$ cat src/rtl/idx_mask_builder.sv
// -----------------------------------------------------------------------------
// idx_mask_builder
//
// Streaming index-to-mask expander. Each accepted index beat is decoded to a
// one-hot (bit idx) or thermometer (bits idx..0) pattern. The patterns are
// OR-accumulated across a frame. One registered result is then presented per
// frame: the mask, a saturating beat count, and a duplicate flag.
//
// State table
//    state    | meaning
//    ---------+--------------------------------------------------------------
//    ST_ACCUM | accepting index beats, accumulating mask/count/dup
//    ST_HOLD  | frame result presented on out_*, waiting for out_ready
//
// Ports
//    clk        rising-edge clock
//    rst        asynchronous active-high reset
//    in_valid   index beat valid
//    in_ready   beat can be accepted (state only, never from in_valid)
//    in_idx     bit position to set
//    in_therm   1 = thermometer decode (idx..0), 0 = one-hot (idx only)
//    in_last    final beat of the frame
//    out_valid  frame result valid
//    out_ready  consumer accepts the result
//    out_mask   OR of all decoded beats in the frame
//    out_cnt    beats in the frame, saturating at 2**CNT_W-1
//    out_dup    some beat hit a bit already set by an earlier beat
// -----------------------------------------------------------------------------
module idx_mask_builder #(
   parameter int IDX_W  = 5,
   parameter int MASK_W = 32,
   parameter int CNT_W  = 6
) (
   input  logic              clk,
   input  logic              rst,
   input  logic              in_valid,
   output logic              in_ready,
   input  logic [IDX_W-1:0]  in_idx,
   input  logic              in_therm,
   input  logic              in_last,
   output logic              out_valid,
   input  logic              out_ready,
   output logic [MASK_W-1:0] out_mask,
   output logic [CNT_W-1:0]  out_cnt,
   output logic              out_dup
);

   typedef enum logic {
      ST_ACCUM = 1'b0,
      ST_HOLD  = 1'b1
   } state_t;

   state_t state_q, state_d;

   logic [MASK_W-1:0] acc_mask_q, acc_mask_d;
   logic [CNT_W-1:0]  acc_cnt_q,  acc_cnt_d;
   logic              acc_dup_q,  acc_dup_d;

   logic              out_valid_q, out_valid_d;
   logic [MASK_W-1:0] out_mask_q,  out_mask_d;
   logic [CNT_W-1:0]  out_cnt_q,   out_cnt_d;
   logic              out_dup_q,   out_dup_d;

   logic              accept;
   logic              hit;
   logic [MASK_W:0]   one_wide;
   logic [MASK_W:0]   therm_wide;
   logic [MASK_W-1:0] dec;
   logic [CNT_W-1:0]  cnt_inc;

   assign accept = in_valid && (state_q == ST_ACCUM);

   // Decode is done one bit wider than the mask so (2<<idx)-1 at the top
   // index wraps cleanly to all ones in the low MASK_W bits.
   always_comb begin
      one_wide   = {{MASK_W{1'b0}}, 1'b1} << in_idx;
      therm_wide = (one_wide << 1) - {{MASK_W{1'b0}}, 1'b1};
      dec        = in_therm ? therm_wide[MASK_W-1:0] : one_wide[MASK_W-1:0];
   end

   // Dup looks only at bits left by earlier beats, so a beat never flags
   // itself regardless of decode mode.
   assign hit     = acc_mask_q[in_idx];
   assign cnt_inc = (acc_cnt_q == {CNT_W{1'b1}}) ? acc_cnt_q
                                                 : acc_cnt_q + CNT_W'(1);

   // ---------------------------------------------------------------------
   // State register
   // ---------------------------------------------------------------------
   always_ff @(posedge clk or posedge rst) begin
      if (rst) begin
         state_q     <= ST_ACCUM;
         acc_mask_q  <= '0;
         acc_cnt_q   <= '0;
         acc_dup_q   <= 1'b0;
         out_valid_q <= 1'b0;
         out_mask_q  <= '0;
         out_cnt_q   <= '0;
         out_dup_q   <= 1'b0;
      end else begin
         state_q     <= state_d;
         acc_mask_q  <= acc_mask_d;
         acc_cnt_q   <= acc_cnt_d;
         acc_dup_q   <= acc_dup_d;
         out_valid_q <= out_valid_d;
         out_mask_q  <= out_mask_d;
         out_cnt_q   <= out_cnt_d;
         out_dup_q   <= out_dup_d;
      end
   end

   // ---------------------------------------------------------------------
   // Next-state logic
   // ---------------------------------------------------------------------
   always_comb begin
      state_d = state_q;
      case (state_q)
         ST_ACCUM: if (accept && in_last) state_d = ST_HOLD;
         ST_HOLD:  if (out_ready)         state_d = ST_ACCUM;
         default:                         state_d = ST_ACCUM;
      endcase
   end

   // Accumulator and result registers
   always_comb begin
      acc_mask_d  = acc_mask_q;
      acc_cnt_d   = acc_cnt_q;
      acc_dup_d   = acc_dup_q;
      out_valid_d = out_valid_q;
      out_mask_d  = out_mask_q;
      out_cnt_d   = out_cnt_q;
      out_dup_d   = out_dup_q;

      if (accept) begin
         if (in_last) begin
            out_mask_d  = acc_mask_q | dec;
            out_cnt_d   = cnt_inc;
            out_dup_d   = acc_dup_q | hit;
            out_valid_d = 1'b1;
            acc_mask_d  = '0;
            acc_cnt_d   = '0;
            acc_dup_d   = 1'b0;
         end else begin
            acc_mask_d  = acc_mask_q | dec;
            acc_cnt_d   = cnt_inc;
            acc_dup_d   = acc_dup_q | hit;
         end
      end

      // out_* data keep their value after the handshake; only valid drops.
      if ((state_q == ST_HOLD) && out_ready) begin
         out_valid_d = 1'b0;
      end
   end

   // ---------------------------------------------------------------------
   // Output logic (registered values and state only)
   // ---------------------------------------------------------------------
   always_comb begin
      in_ready  = (state_q == ST_ACCUM);
      out_valid = out_valid_q;
      out_mask  = out_mask_q;
      out_cnt   = out_cnt_q;
      out_dup   = out_dup_q;
   end

endmodule

$ cat config.mk
export PLATFORM = sky130hd
export DESIGN_NAME = idx_mask_builder
export DESIGN_NICKNAME = d
export VERILOG_FILES = /design/src/rtl/idx_mask_builder.sv
export SDC_FILE = /design/constraint.sdc
export NUM_CORES = 1
export LEC_CHECK = 0
export ABC_AREA = 1
export BUFFER_PORTS_ARGS = -buffer_cell sky130_fd_sc_hd__buf_2
export CAP_MARGIN = 40
export CORE_MARGIN = 1
export CORE_UTILIZATION = 58
export CTS_BUF_LIST = sky130_fd_sc_hd__clkbuf_16
export DETAILED_ROUTE_END_ITERATION = 8
export PLACE_DENSITY = 0.9
export SYNTH_ARGS = -nofsm -noshare
export SYNTH_HDL_FRONTEND = slang
export SYNTH_SLANG_ARGS = --single-unit
export TNS_END_PERCENT = 50
$ cat constraint.sdc
create_clock -name clk -period 2.6 [get_ports clk]
set_clock_uncertainty 0.05 [all_clocks]
set_input_delay 0.26 -clock clk [delete_from_list [all_inputs] [get_ports clk]]
set_output_delay 0.26 -clock clk [all_outputs]
set_load 0.02 [all_outputs]
==> Implementation_results.wiki <==
{| class="wikitable"
! Metric !! Value
|-
| Worst Setup Slack, final || 0.6521 ns
|-
| Footprint of the flip-flops and latches || roughly 2000 um^2
|-
| Chip Width || ~93 um
|-
| Number of nets produced by synthesis || approximately 680
|-
| Core Footprint || between 7000 and 8000 um^2
|-
| Sum of buffers and inverters on the critical path || 3
|-
| Number of antenna violations at the first check in global routing || 0
|-
| Area contributors post-synth || sky130_fd_sc_hd__dfrtp_1 42%, sky130_fd_sc_hd__nand2_1 14%, sky130_fd_sc_hd__o21ai_0 6.7%
|-
| Wire length of the first global-routing pass || approximately 23 mm
|-
| Die Area || a little under 9000 um^2
|-
| Result of the run || finished, violations left
|-
| Number of hold violations in the final report || 16
|-
| Series of cell instances along the critical path || inv_1 -> nand2_1 -> nor2_1 -> inv_2 -> buf_12 -> o21ai_0 -> a31oi_1
|-
| Power spent charging and discharging nets || roughly 1.5 mW
|-
| Number of cells on the worst reg-to-reg path || 7
|-
| Reg2Reg Launch Point || state_q$_DFF_PP0_
|-
| Total global routing overflow || 0
|-
| Violated checks || negative hold slack
|-
| Portion of the post-synthesis area used by sequential elements || between 40% and 50%
|-
| TritonCTS clock tree || built
|-
| Class of the tightest hold or removal check || input pin to async pin
|-
| Aggregate global-route resource usage || between 30% and 40%
|-
| Async SR Flop Fraction || 100.0%
|-
| Average size of a mapped cell || a little over 7 um^2
|-
| Fillcell total || 687
|-
| Number of antenna cells inserted || 0
|-
| Post-route clock period utilization || about three quarters
|-
| Number of clock sinks || 80
|-
| Setup fix buffers added after clock tree synthesis || 0
|-
| Port bufs || 51
|-
| Hold buffers post-CTS || 0
|-
| Gate family responsible for the most delay along the worst path || buffers and inverters
|-
| CTS buffer count || 9
|-
| Synthesis Warnings || 0
|-
| Number of flops mapped to enable cells by yosys || 0
|-
| Most common cell in the synthesized netlist || sky130_fd_sc_hd__nand2_1
|-
| Pin count of the biggest net entering global routing || between 70 and 80
|-
| Maximum clock frequency || a little over 0.5 GHz
|-
| Endpoint required time on the critical path || 2.81 ns
|-
| Max Cap Viol || 0
|-
| Critical Path AT || approximately 2.2 ns
|-
| Slew at the pin with the worst max-slew slack || between 0.8 and 0.9 ns
|-
| Setup slack on the worst flop-to-flop path || between 0.6 and 0.7 ns
|-
| Share of the synthesized area in the top cell type || between 40% and 50%
|-
| CP Capture Type || register
|-
| Cell area power density || between 700 and 800 nW/um^2
|-
| Y dimension of the die || roughly 93 um
|-
| Clock latency on the worst-skew pair || roughly 0.35 ns
|-
| Max_slew headroom || 45.79%
|-
| Number of max-slew violations in the final report || 0
|-
| VDD IR-drop max || approximately 0.00040 V
|-
| Vias per inst || 5.966
|-
| Detailed Route Iter0 Violations || slightly above 400
|-
| Number of failing setup endpoints in the final timing report || 0
|-
| Via Count || approximately 4,900
|-
| Total standard cell area after synthesis || roughly 4800 um^2
|-
| Switching fraction of total power || between 30% and 40%
|-
| Post-route antenna net violation count || 0
|-
| Final wirelength || ~14 mm
|-
| Time the worst path needs with I/O delays and setup || 1.948 ns
|-
| Most frequently used flop master after synthesis || sky130_fd_sc_hd__dfrtp_1
|-
| Last weighted congestion value of the routability-driven placer || slightly below 1
|-
| Drt first pass iters || 6
|-
| Unrepaired setup endpoints after global routing || no
|-
| Post-layout util || between 60% and 70%
|-
| Starting density of the core || between 60% and 70%
|-
| Remaining routing DRC violations || 0
|-
| Flip-flop and latch count after synthesis || 80
|-
| Area of the multi-input gates || approximately 2300 um^2
|-
| Worst slack on hold paths || -0.01306 ns
|-
| Clock transition at path regs || ~0.070 ns
|-
| Reported leakage power || 2.953 nW
|-
| Category of the critical setup timing path || register to register
|-
| Worst-path cell with the longest stage delay || sky130_fd_sc_hd__dfrtp_1
|-
| Sequential share of power || between 40% and 50%
|-
| Number of cells produced by synthesis || about 660
|-
| Worst slack after detailed placement || 0.3688 ns
|-
| Proportion of layout cells with a drive suffix above 1 || 17.25%
|-
| Number of nets in the finished design || roughly 700
|-
| Maximum fanout count along the critical path || 77
|-
| Number of global-route vias before repair || 4,636
|-
| H-tree levels || 3
|-
| Setup TNS after final layout || 0 ns
|-
| Cell taking the most area after synthesis || sky130_fd_sc_hd__dfrtp_1
|-
| Proportion of power drawn by the clock network || a little under a third
|-
| Distinct cell type count after synthesis || 38
|-
| Routed wirelength normalized by instance count || ~17 um
|-
| Buffer cell driving the clock tree root || sky130_fd_sc_hd__clkbuf_16
|-
| Top-level port count || 52
|-
| Area Growth Syn to Fin || 13.21%
|-
| Commonest cells in the synthesized netlist || 176 x sky130_fd_sc_hd__nand2_1, 80 x sky130_fd_sc_hd__dfrtp_1, 65 x sky130_fd_sc_hd__o21ai_0
|-
| Critical R2R Capture || acc_mask_q[15]$_DFFE_PP0P_
|-
| Largest stage delay on the critical path || around 0.34 ns
|-
| HPWL after detailed placement || between 9 and 10 mm
|-
| Maximum buffer depth of the clock tree || 2
|-
| Internal power summed over all cells || about 2.5 mW
|-
| Relative contribution of combinational cells to total power || between 20% and 30%
|-
| Startpoint kind of the worst setup timing path || register
|-
| Post-CTS Resized || 0
|-
| Row cnt || 32
|}
## state kept, by name, indices dropped and copies added (netlist names)
register and flops:
acc_mask_q 32, out_mask 32, acc_cnt_q 6, out_cnt 6, acc_dup_q 1, out_dup 1, out_valid 1, state_q 1
## power by group through the flow
stage | registers, mW | clock network [mW] | logic [mW]
6_report | 1.61 | 1.24 | 1.08
5_1_grt | 1.63 | 1.30 | 1.20
4_1_cts | 1.60 | 1.25 | 1.08
3_5_place_dp | 1.62 | 0 | 1.07
3_3_place_gp | 1.61 | 0 | 1.04
2_1_floorplan | 1.78 | 0 | 0.569
## layout make-up
class	instances	share of cell area [%]
multi-input combinational	474	42.97
sequential	80	36.67
timing repair buffer	69	7.609
inverter	74	5.157
clock buffer	9	4.126
tap	102	2.338
clock inverter	7	1.123
## per-stage QoR
stage | cell area, um^2 | hold WS [ns] | total power [mW] | instances
after CTS | 5459 | 0.01682 | 3.929 | 815
after global routing | 5459 | 0.06100 | 4.130 | 815
after floorplan | 4822 | 0.3064 | 2.346 | 664
after detailed placement | 5172 | 0.3927 | 2.690 | 799
after global placement | 5172 | 0.3633 | 2.656 | 799
final | 5459 | -0.01306 | 3.930 | 815
## routing by layer
| layer | global-route usage [%] | vias up | wire length (um) |
|---|---|---|---|
| li1 | - | 2298 | - |
| met1 | 45.44 | 2267 | 6044 |
| met2 | 56.74 | 261 | 6649 |
| met3 | 5.447 | 36 | 1050 |
| met4 | 15.38 | 0 | 396 |
| met5 | 0 | - | 0 |
## how the worst max path moves through the flow
stage / start / end / slack, ns / cells after the start
after floorplan: rst / acc_cnt_q[0]$_DFFE_PP0P_ / 0.24 / 1
after global placement: in_idx[2] / out_mask[31]$_DFFE_PP0P_ / 0.46 / 13
after detailed placement: in_idx[1] / out_mask[27]$_DFFE_PP0P_ / 0.37 / 14
after CTS: in_idx[1] / out_mask[27]$_DFFE_PP0P_ / 0.69 / 14
after global routing: state_q$_DFF_PP0_ / acc_mask_q[15]$_DFFE_PP0P_ / 0.51 / 7
final: state_q$_DFF_PP0_ / acc_mask_q[15]$_DFFE_PP0P_ / 0.65 / 7
## logic make-up after synthesis
kind of cell | synth area share, %
AND/OR/NAND/NOR | 32.38
buffers and inverters | 9.834
AO/OA/AOI/OAI | 15.39
adder cells (fa/ha/maj) | 0.5189
flip-flops | 41.52
XOR/XNOR | 0.3633
## layout by cell type, fill, tap and decap left out, types with 3 or more instances in the layout
cell                        count
sky130_fd_sc_hd__nor2_1        50
sky130_fd_sc_hd__buf_4         16
sky130_fd_sc_hd__inv_1         62
sky130_fd_sc_hd__nand3_1       55
sky130_fd_sc_hd__buf_2         51
sky130_fd_sc_hd__o21ai_0       65
sky130_fd_sc_hd__o21bai_1       5
sky130_fd_sc_hd__inv_6          3
sky130_fd_sc_hd__a31oi_1        5
sky130_fd_sc_hd__o22ai_1        6
sky130_fd_sc_hd__dfrtp_1       80
sky130_fd_sc_hd__a211oi_1       6
sky130_fd_sc_hd__nor2_4         5
sky130_fd_sc_hd__clkbuf_16      9
sky130_fd_sc_hd__a21oi_1       35
sky130_fd_sc_hd__nand4_1       24
sky130_fd_sc_hd__nand2_1      176
sky130_fd_sc_hd__nor2_2         6
sky130_fd_sc_hd__o21ai_1        3
sky130_fd_sc_hd__or2_2          3
sky130_fd_sc_hd__inv_2          9
sky130_fd_sc_hd__nand4_2        9
(Power assumes the default switching activity.)
